===== config.mk =====
export PLATFORM = sky130hd
export DESIGN_NAME = mvu_job_ctrl
export DESIGN_NICKNAME = d
export VERILOG_FILES = /design/src/rtl/mvu_job_ctrl.sv
export SDC_FILE = /design/constraint.sdc
export NUM_CORES = 1
export LEC_CHECK = 0
export ABC_AREA = 1
export CAP_MARGIN = 10
export CORE_MARGIN = 1
export CORE_UTILIZATION = 53
export CTS_BUF_LIST = sky130_fd_sc_hd__clkbuf_16
export CTS_CLUSTER_DIAMETER = 40
export DETAILED_ROUTE_END_ITERATION = 12
export DONT_BUFFER_PORTS = 1
export PLACE_DENSITY = 0.68
export SLEW_MARGIN = 20
export SYNTH_ARGS = -nofsm -noshare
export SYNTH_HDL_FRONTEND = slang
export SYNTH_SLANG_ARGS = --single-unit
export TNS_END_PERCENT = 5

===== constraint.sdc =====
create_clock -name clk -period 2.98 [get_ports clk]
set_input_delay 0.596 -clock clk [delete_from_list [all_inputs] [get_ports clk]]
set_output_delay 0.596 -clock clk [all_outputs]
set_load 0.03 [all_outputs]

===== src/rtl/mvu_job_ctrl.sv =====
// rtl/mvu_job_ctrl.sv - matrix-vector unit job sequencer (bit-plane read loop, drain, result write)
// Optional stall counter enabled by defining MVU_JOB_CTRL_PERF_EN.
module mvu_job_ctrl #(
  parameter int BWBANKA = 9,
  parameter int BDBANKA = 14,
  parameter int LAT     = 2
) (
  input  logic               clk,
  input  logic               rst,
  input  logic               start,
  output logic               busy,
  output logic               done,
  input  logic [3:0]         cfg_wprec,
  input  logic [3:0]         cfg_iprec,
  input  logic [9:0]         cfg_nvec,
  input  logic [BWBANKA-1:0] cfg_wbase,
  input  logic [BDBANKA-1:0] cfg_ibase,
  input  logic [BDBANKA-1:0] cfg_obase,
  output logic [BWBANKA-1:0] rdw_addr,
  output logic               rdd_en,
  input  logic               rdd_grnt,
  output logic [BDBANKA-1:0] rdd_addr,
  output logic               acc_clr,
  output logic               acc_sh,
  output logic               wrd_en,
  input  logic               wrd_grnt,
  output logic [BDBANKA-1:0] wrd_addr,
  output logic [15:0]        perf_stall
);

  typedef enum logic [2:0] {S_IDLE, S_RUN, S_DRAIN, S_WRITE, S_DONE} state_t;

  state_t             state_q, state_d;
  logic [3:0]         wprec_q, wprec_d, iprec_q, iprec_d;
  logic [9:0]         nvec_q, nvec_d, vec_q, vec_d;
  logic [BWBANKA-1:0] wbase_q, wbase_d;
  logic [BDBANKA-1:0] obase_q, obase_d, iptr_q, iptr_d;
  logic [3:0]         wb_q, wb_d, ib_q, ib_d;
  logic [2:0]         drain_q, drain_d;
  logic [LAT-1:0]     clr_pipe_q, clr_pipe_d, sh_pipe_q, sh_pipe_d;
  logic               step_clr, step_sh, accept_start;

  always_comb begin
    state_d      = state_q;
    wprec_d      = wprec_q;
    iprec_d      = iprec_q;
    nvec_d       = nvec_q;
    wbase_d      = wbase_q;
    obase_d      = obase_q;
    iptr_d       = iptr_q;
    wb_d         = wb_q;
    ib_d         = ib_q;
    vec_d        = vec_q;
    drain_d      = drain_q;
    step_clr     = 1'b0;
    step_sh      = 1'b0;
    accept_start = 1'b0;
    done         = 1'b0;
    rdd_en       = 1'b0;
    wrd_en       = 1'b0;
    case (state_q)
      S_IDLE: begin
        if (start) begin
          accept_start = 1'b1;
          wprec_d = cfg_wprec;
          iprec_d = cfg_iprec;
          nvec_d  = cfg_nvec;
          wbase_d = cfg_wbase;
          obase_d = cfg_obase;
          iptr_d  = cfg_ibase;
          wb_d    = 4'd0;
          ib_d    = 4'd0;
          vec_d   = 10'd0;
          state_d = (cfg_nvec == 10'd0) ? S_DONE : S_RUN;
        end
      end
      S_RUN: begin
        rdd_en = 1'b1;
        if (rdd_grnt) begin
          step_clr = (wb_q == 4'd0) && (ib_q == 4'd0);
          step_sh  = !step_clr;
          // wb is the inner loop; each wrap moves to the next input plane
          if (wb_q == wprec_q - 4'd1) begin
            wb_d   = 4'd0;
            iptr_d = iptr_q + 1'b1;
            if (ib_q == iprec_q - 4'd1) begin
              ib_d    = 4'd0;
              drain_d = 3'd0;
              state_d = S_DRAIN;
            end else begin
              ib_d = ib_q + 4'd1;
            end
          end else begin
            wb_d = wb_q + 4'd1;
          end
        end
      end
      S_DRAIN: begin
        if (drain_q == 3'(LAT - 1)) state_d = S_WRITE;
        else drain_d = drain_q + 3'd1;
      end
      S_WRITE: begin
        wrd_en = 1'b1;
        if (wrd_grnt) begin
          vec_d   = vec_q + 10'd1;
          wb_d    = 4'd0;
          ib_d    = 4'd0;
          state_d = (vec_q + 10'd1 == nvec_q) ? S_DONE : S_RUN;
        end
      end
      S_DONE: begin
        done    = 1'b1;
        state_d = S_IDLE;
      end
      default: state_d = S_IDLE;
    endcase

    clr_pipe_d    = clr_pipe_q;
    sh_pipe_d     = sh_pipe_q;
    clr_pipe_d[0] = step_clr;
    sh_pipe_d[0]  = step_sh;
    for (int i = 1; i < LAT; i++) begin
      clr_pipe_d[i] = clr_pipe_q[i-1];
      sh_pipe_d[i]  = sh_pipe_q[i-1];
    end
  end

  always_ff @(posedge clk) begin
    if (rst) begin
      state_q    <= S_IDLE;
      wprec_q    <= '0;
      iprec_q    <= '0;
      nvec_q     <= '0;
      wbase_q    <= '0;
      obase_q    <= '0;
      iptr_q     <= '0;
      wb_q       <= '0;
      ib_q       <= '0;
      vec_q      <= '0;
      drain_q    <= '0;
      clr_pipe_q <= '0;
      sh_pipe_q  <= '0;
    end else begin
      state_q    <= state_d;
      wprec_q    <= wprec_d;
      iprec_q    <= iprec_d;
      nvec_q     <= nvec_d;
      wbase_q    <= wbase_d;
      obase_q    <= obase_d;
      iptr_q     <= iptr_d;
      wb_q       <= wb_d;
      ib_q       <= ib_d;
      vec_q      <= vec_d;
      drain_q    <= drain_d;
      clr_pipe_q <= clr_pipe_d;
      sh_pipe_q  <= sh_pipe_d;
    end
  end

  // addresses are forced to zero outside their phase so reset/idle outputs read 0
  assign busy     = (state_q != S_IDLE);
  assign rdw_addr = (state_q == S_RUN) ? wbase_q + BWBANKA'(wb_q) : '0;
  assign rdd_addr = (state_q == S_RUN) ? iptr_q : '0;
  assign wrd_addr = (state_q == S_WRITE) ? obase_q + BDBANKA'(vec_q) : '0;
  assign acc_clr  = clr_pipe_q[LAT-1];
  assign acc_sh   = sh_pipe_q[LAT-1];

`ifdef MVU_JOB_CTRL_PERF_EN
  logic [15:0] stall_q, stall_d;

  always_comb begin
    stall_d = stall_q;
    if (accept_start) stall_d = 16'd0;
    else if (((rdd_en & ~rdd_grnt) | (wrd_en & ~wrd_grnt)) && stall_q != 16'hffff)
      stall_d = stall_q + 16'd1;
  end

  always_ff @(posedge clk) begin
    if (rst) stall_q <= '0;
    else     stall_q <= stall_d;
  end

  assign perf_stall = stall_q;
`else
  assign perf_stall = 16'd0;
`endif

endmodule

=== Yosys cells after proc, flatten, opt, wreduce, memory -nomap -nowiden ===
Index checks and enable logic that the tools add are counted.

* $add $sub $neg: 9
* Equal/unequal tests: 15
* Mux-type cells: 36
* Bitwise logic cells: 2
* Reductions and logical operators: 19

{| class="wikitable"
|+ Operators by type and width
! cell !! number
|-
| $mux 14 || 5
|-
| $mux 3 || 12
|-
| $mux 4 || 7
|-
| $pmux 14 s2 || 1
|-
| $pmux 4 s3 || 2
|-
| $mux 10 || 2
|-
| $pmux 10 s2 || 1
|-
| $add 14x1->14 const B || 1
|-
| $add 14x10->14 || 1
|-
| $ne 2x2->1 const B || 7
|-
| $pmux 3 s4 || 1
|-
| $add 10x1->10 const B || 1
|-
| $eq 10x10->1 || 1
|-
| $logic_not 10->1 || 1
|-
| $reduce_and 5->1 || 2
|-
| $add 9x4->9 || 1
|-
| $mux 9 || 1
|-
| $add 4x1->4 const B || 2
|-
| $eq 4x4->1 || 2
|-
| $logic_not 4->1 || 2
|-
| $reduce_and 4->1 || 2
|-
| $sub 4x1->4 const B || 2
|-
| $eq 3x1->1 const B || 2
|-
| $eq 3x2->1 const B || 2
|-
| other kinds (14) || 20
|}

* Bits in registers: 83
* Input port bits: 60
* Output and inout bits: 59
* Word-level logic and storage cells: 96

=== Depth between registers and ports, before layout ===
* Depth in word-level cells: 6
* Mapped depth: 15
* Mapped depth without buffers: 15

=== Worst setup path after synthesis ===
Ideal clock, no wire load.

* Path type: register to output
* Start: register vec_q[0]
* End: output wrd_addr[12]
* Data arrival time: 2184 ps
* Path slack: 200 ps
* Cell stages (with the launch flop): 13
* Path buffers: 0
* Path through: dfxtp_1 -> ha_1 -> inv_1 -> fa_1 -> inv_1 -> nand3_1 -> nand2_1 -> inv_1 -> o21ai_0 -> a31oi_1 -> nor2_1 -> xnor2_1 -> nor2_1

* Longest elaborated chain between the ends: 2

{| class="wikitable"
|+ Ends and longest elaborated chain
! item !! RTL line !! source
|-
| start, declared || 35 || <nowiki>logic [9:0] nvec_q, nvec_d, vec_q, vec_d;</nowiki>
|-
| start signal, assigned || 153 || <nowiki>vec_q <= vec_d;</nowiki>
|-
| $add 14x10->14 || 164 || <nowiki>assign wrd_addr = (state_q == S_WRITE) ? obase_q + BDBANKA'(vec_q) : '0;</nowiki>
|-
| $mux 14 || 164 ||
|-
| end, declared || 27 || <nowiki>output logic [BDBANKA-1:0] wrd_addr,</nowiki>
|}

Every way passes these cells.

=== Worst setup path after layout ===
* Start: register vec_q[4]
* End: output wrd_addr[13]

Same word-level chain as after synthesis.

==> results.toml <==
[cells_and_area]
area_delta_synth_final_pct = 11.4
drive_above_1_share = 0.109
diodes = 0
postLayoutCellArea_um2 = 5820
layout.nets = 882

[route]
wl_um = 13300
drt-pass1-iter-count = 5
wl_per_cell_um = 14.3
drtAntennaViolNets = 0
vias_per_cell = 5.44
vias = 5063
drc = 0
drt_iter0_drc = 180

[run]
drv_cap = 0

[status]
status = "complete, no violations"

[sta]
setup_viol = 0
drv_slew = 0
rsz0062_at_grt = "false"
fmax_ghz = 0.355
finalHoldViolCount = 0
fin_worst_skew_ps = 7.77
fin_crit_sh = 0.945
setup_tns_ps = 0
relSlewSlack = 0.558
fin_crit_ps = 2820
worst_slew_pin_slew_ps = 665

[pwr]
cellLeakagePower_nw = 2.46
total_power_mw = 4.42
ir_drop_mv = 0.389
p_per_area_nw_per_um2 = 759

[clocking]
cts_sinks = 83
clk_latency_ps = 330
cts_buffer_depth = 2
cts-root-buf = "clkbuf_16"
cts_buffers = 9
path_clk_slew_ps = 60
htreeDepth = 3
cts_tree = "yes"
cts_hold_buf = 0

[worst_hold_path]
hold_class = "primary input to flip-flop"

[floorplanning]
core_area_um2 = 9370
die_y_um = 101
initial_core_util = 0.557
row_count = 35
dieArea_um2 = 10300
design.portCount = 119
fp.dieW_um = 101

[critical_path]
crit_type = "flip-flop to primary output"
start_kind = "flip-flop"
cp_max_fo = 6
end_kind = "primary output"
required_ps = 2380
worstPathArrival_ps = 2220

[yosys]
postSynthCellCount = 785
synth_top_cell_area_share = 0.318
ys_ff_latch = 83
synth_area_leaders = "dfxtp_1 32%, nand2_1 11%, a21oi_1 9.0%"
seq_area_frac_synth = 0.318
syn_area_per_cell_um2 = 6.65
synth_area_um2 = 5220
yosys_warnings = 0
synth_cell_type_count = 47
yosys.area.top_type = "dfxtp_1"

[placed_design]
portBuffers = 0
gp_congestion = 0.911
hpwl_um = 9630
placed_area_um2 = 5400

[global_route]
grt_max_degree = 44
antenna_found_initial = 0
track_usage = 0.263
grt_overflow = 0
grt_pass1_wl_um = 21400
grt_pass1_vias = 4775
-- worst max-delay path, stage by stage (launching register included) --
cell and delay, ps:
dfxtp_1 390, ha_1 440, a21oi_1 100, o21ai_1 180
nand2_1 70, nand3_1 110, and3_1 180, o21ai_0 70
a21oi_1 160, buf_4 180
-- Yosys cell counts (all sizes together) --
master / n
xor2: 12
clkbuf: 21
nor2: 81
o22ai: 1
nand3: 62
o21bai: 2
ha: 24
conb: 1
nand3b: 1
or2: 3
clkinv: 2
a21o: 1
buf: 20
fa: 2
nand2: 159
o311ai: 1
dfxtp: 83
inv: 97
a21boi: 1
o21ai: 62
and3: 2
nor3: 22
a31oi: 2
nand4: 10
xnor2: 8
nor4: 4
a21oi: 96
o21a: 2
o211ai: 1
a22o: 2
-- cell families after synthesis --
logic type | Yosys count | share of synthesized area
xor gates and xnor gates | 20 | 0.0335
other | 1 | 0.000718
adders and majority gates | 26 | 0.0652
and+or+nand+nor | 344 | 0.296
DFF | 83 | 0.318
AOI/OAI and AO/OA | 171 | 0.172
buffers and inverters | 140 | 0.114
-- layout by cell type (no fill, tap or decap), types with 3 or more instances in the layout --
cell type,synthesis,final
ha_4,0,3
a21oi_1,94,91
buf_4,16,26
o21ai_0,58,56
o21ai_1,3,4
clkbuf_16,0,9
nand2_2,2,5
nor2_1,74,74
nand2_1,155,152
xnor2_1,8,8
nand3_1,61,60
conb_1,1,16
dfxtp_1,83,77
inv_2,5,6
a21oi_2,2,5
nor3_1,19,19
nor4_1,4,4
nand4_1,10,10
nor2_4,4,4
ha_1,24,21
inv_1,90,90
dfxtp_2,0,5
xor2_1,12,12
clkinv_1,2,4
-- power by group --
group	internal (mW)	switching (mW)	leakage, nW	total (mW)
combinational	0.542	1.16	1.63	1.70
clock	0.724	0.443	0.152	1.17
sequential	1.35	0.204	0.684	1.55
total	2.61	1.81	2.46	4.42
-- what timing repair did --
action	in CTS	in global routing
resized for setup	9	15
pin swaps	3	5
hold endpoints to repair	0	0
setup endpoints to repair	3	6
setup buffers	1	2
-- routing by layer --
layer  GRT usage  part of all wire  vias to the layer above
met3      0.0442             0.064                       18
li1            -                 -                     2576
met5           0                 0                        -
met2       0.467              0.50                      157
met4       0.117             0.018                        0
met1       0.311              0.42                     2312
-- worst paths after layout --
kind                       from  slack, ps             to  depth (start not counted)
setup / recovery       vec_q[4]        160   wrd_addr[13]                          9
hold reg to reg   clr_pipe_q[0]        410  clr_pipe_q[1]                          2
hold / removal              rst        330  clr_pipe_q[1]                          1
setup reg to reg     wprec_q[0]        750      iptr_q[2]                         11
-- registers in the layout, indices dropped and copies added (netlist names) --
name and flops:
iptr_q 14, obase_q 14, nvec_q 10, vec_q 10, wbase_q 9, ib_q 4, iprec_q 4, wb_q 4
wprec_q 4, drain_q 3, state_q 3, clr_pipe_q 2, sh_pipe_q 2
-- metrics by stage --
step            util  std cells  worst slack, ps  hold slack, ps
2_1_floorplan      -        800              200             388
3_3_place_gp   0.576        911              144             404
3_5_place_dp   0.576        911             78.5             407
4_1_cts        0.612        928             1.86             320
5_1_grt        0.621        930             7.00             317
6_report       0.621        930              164             331
-- final cells by class --
cell class,count,area [µm²]
repair buffers,26,195
fillers,910,3550
inverters,99,377
multi-input cells,577,3100
clock buffers,9,225
clock inverters,7,83.8
well taps,129,161
flip-flops and latches,83,1670
No activity file was read; power rests on OpenSTA's default activity.
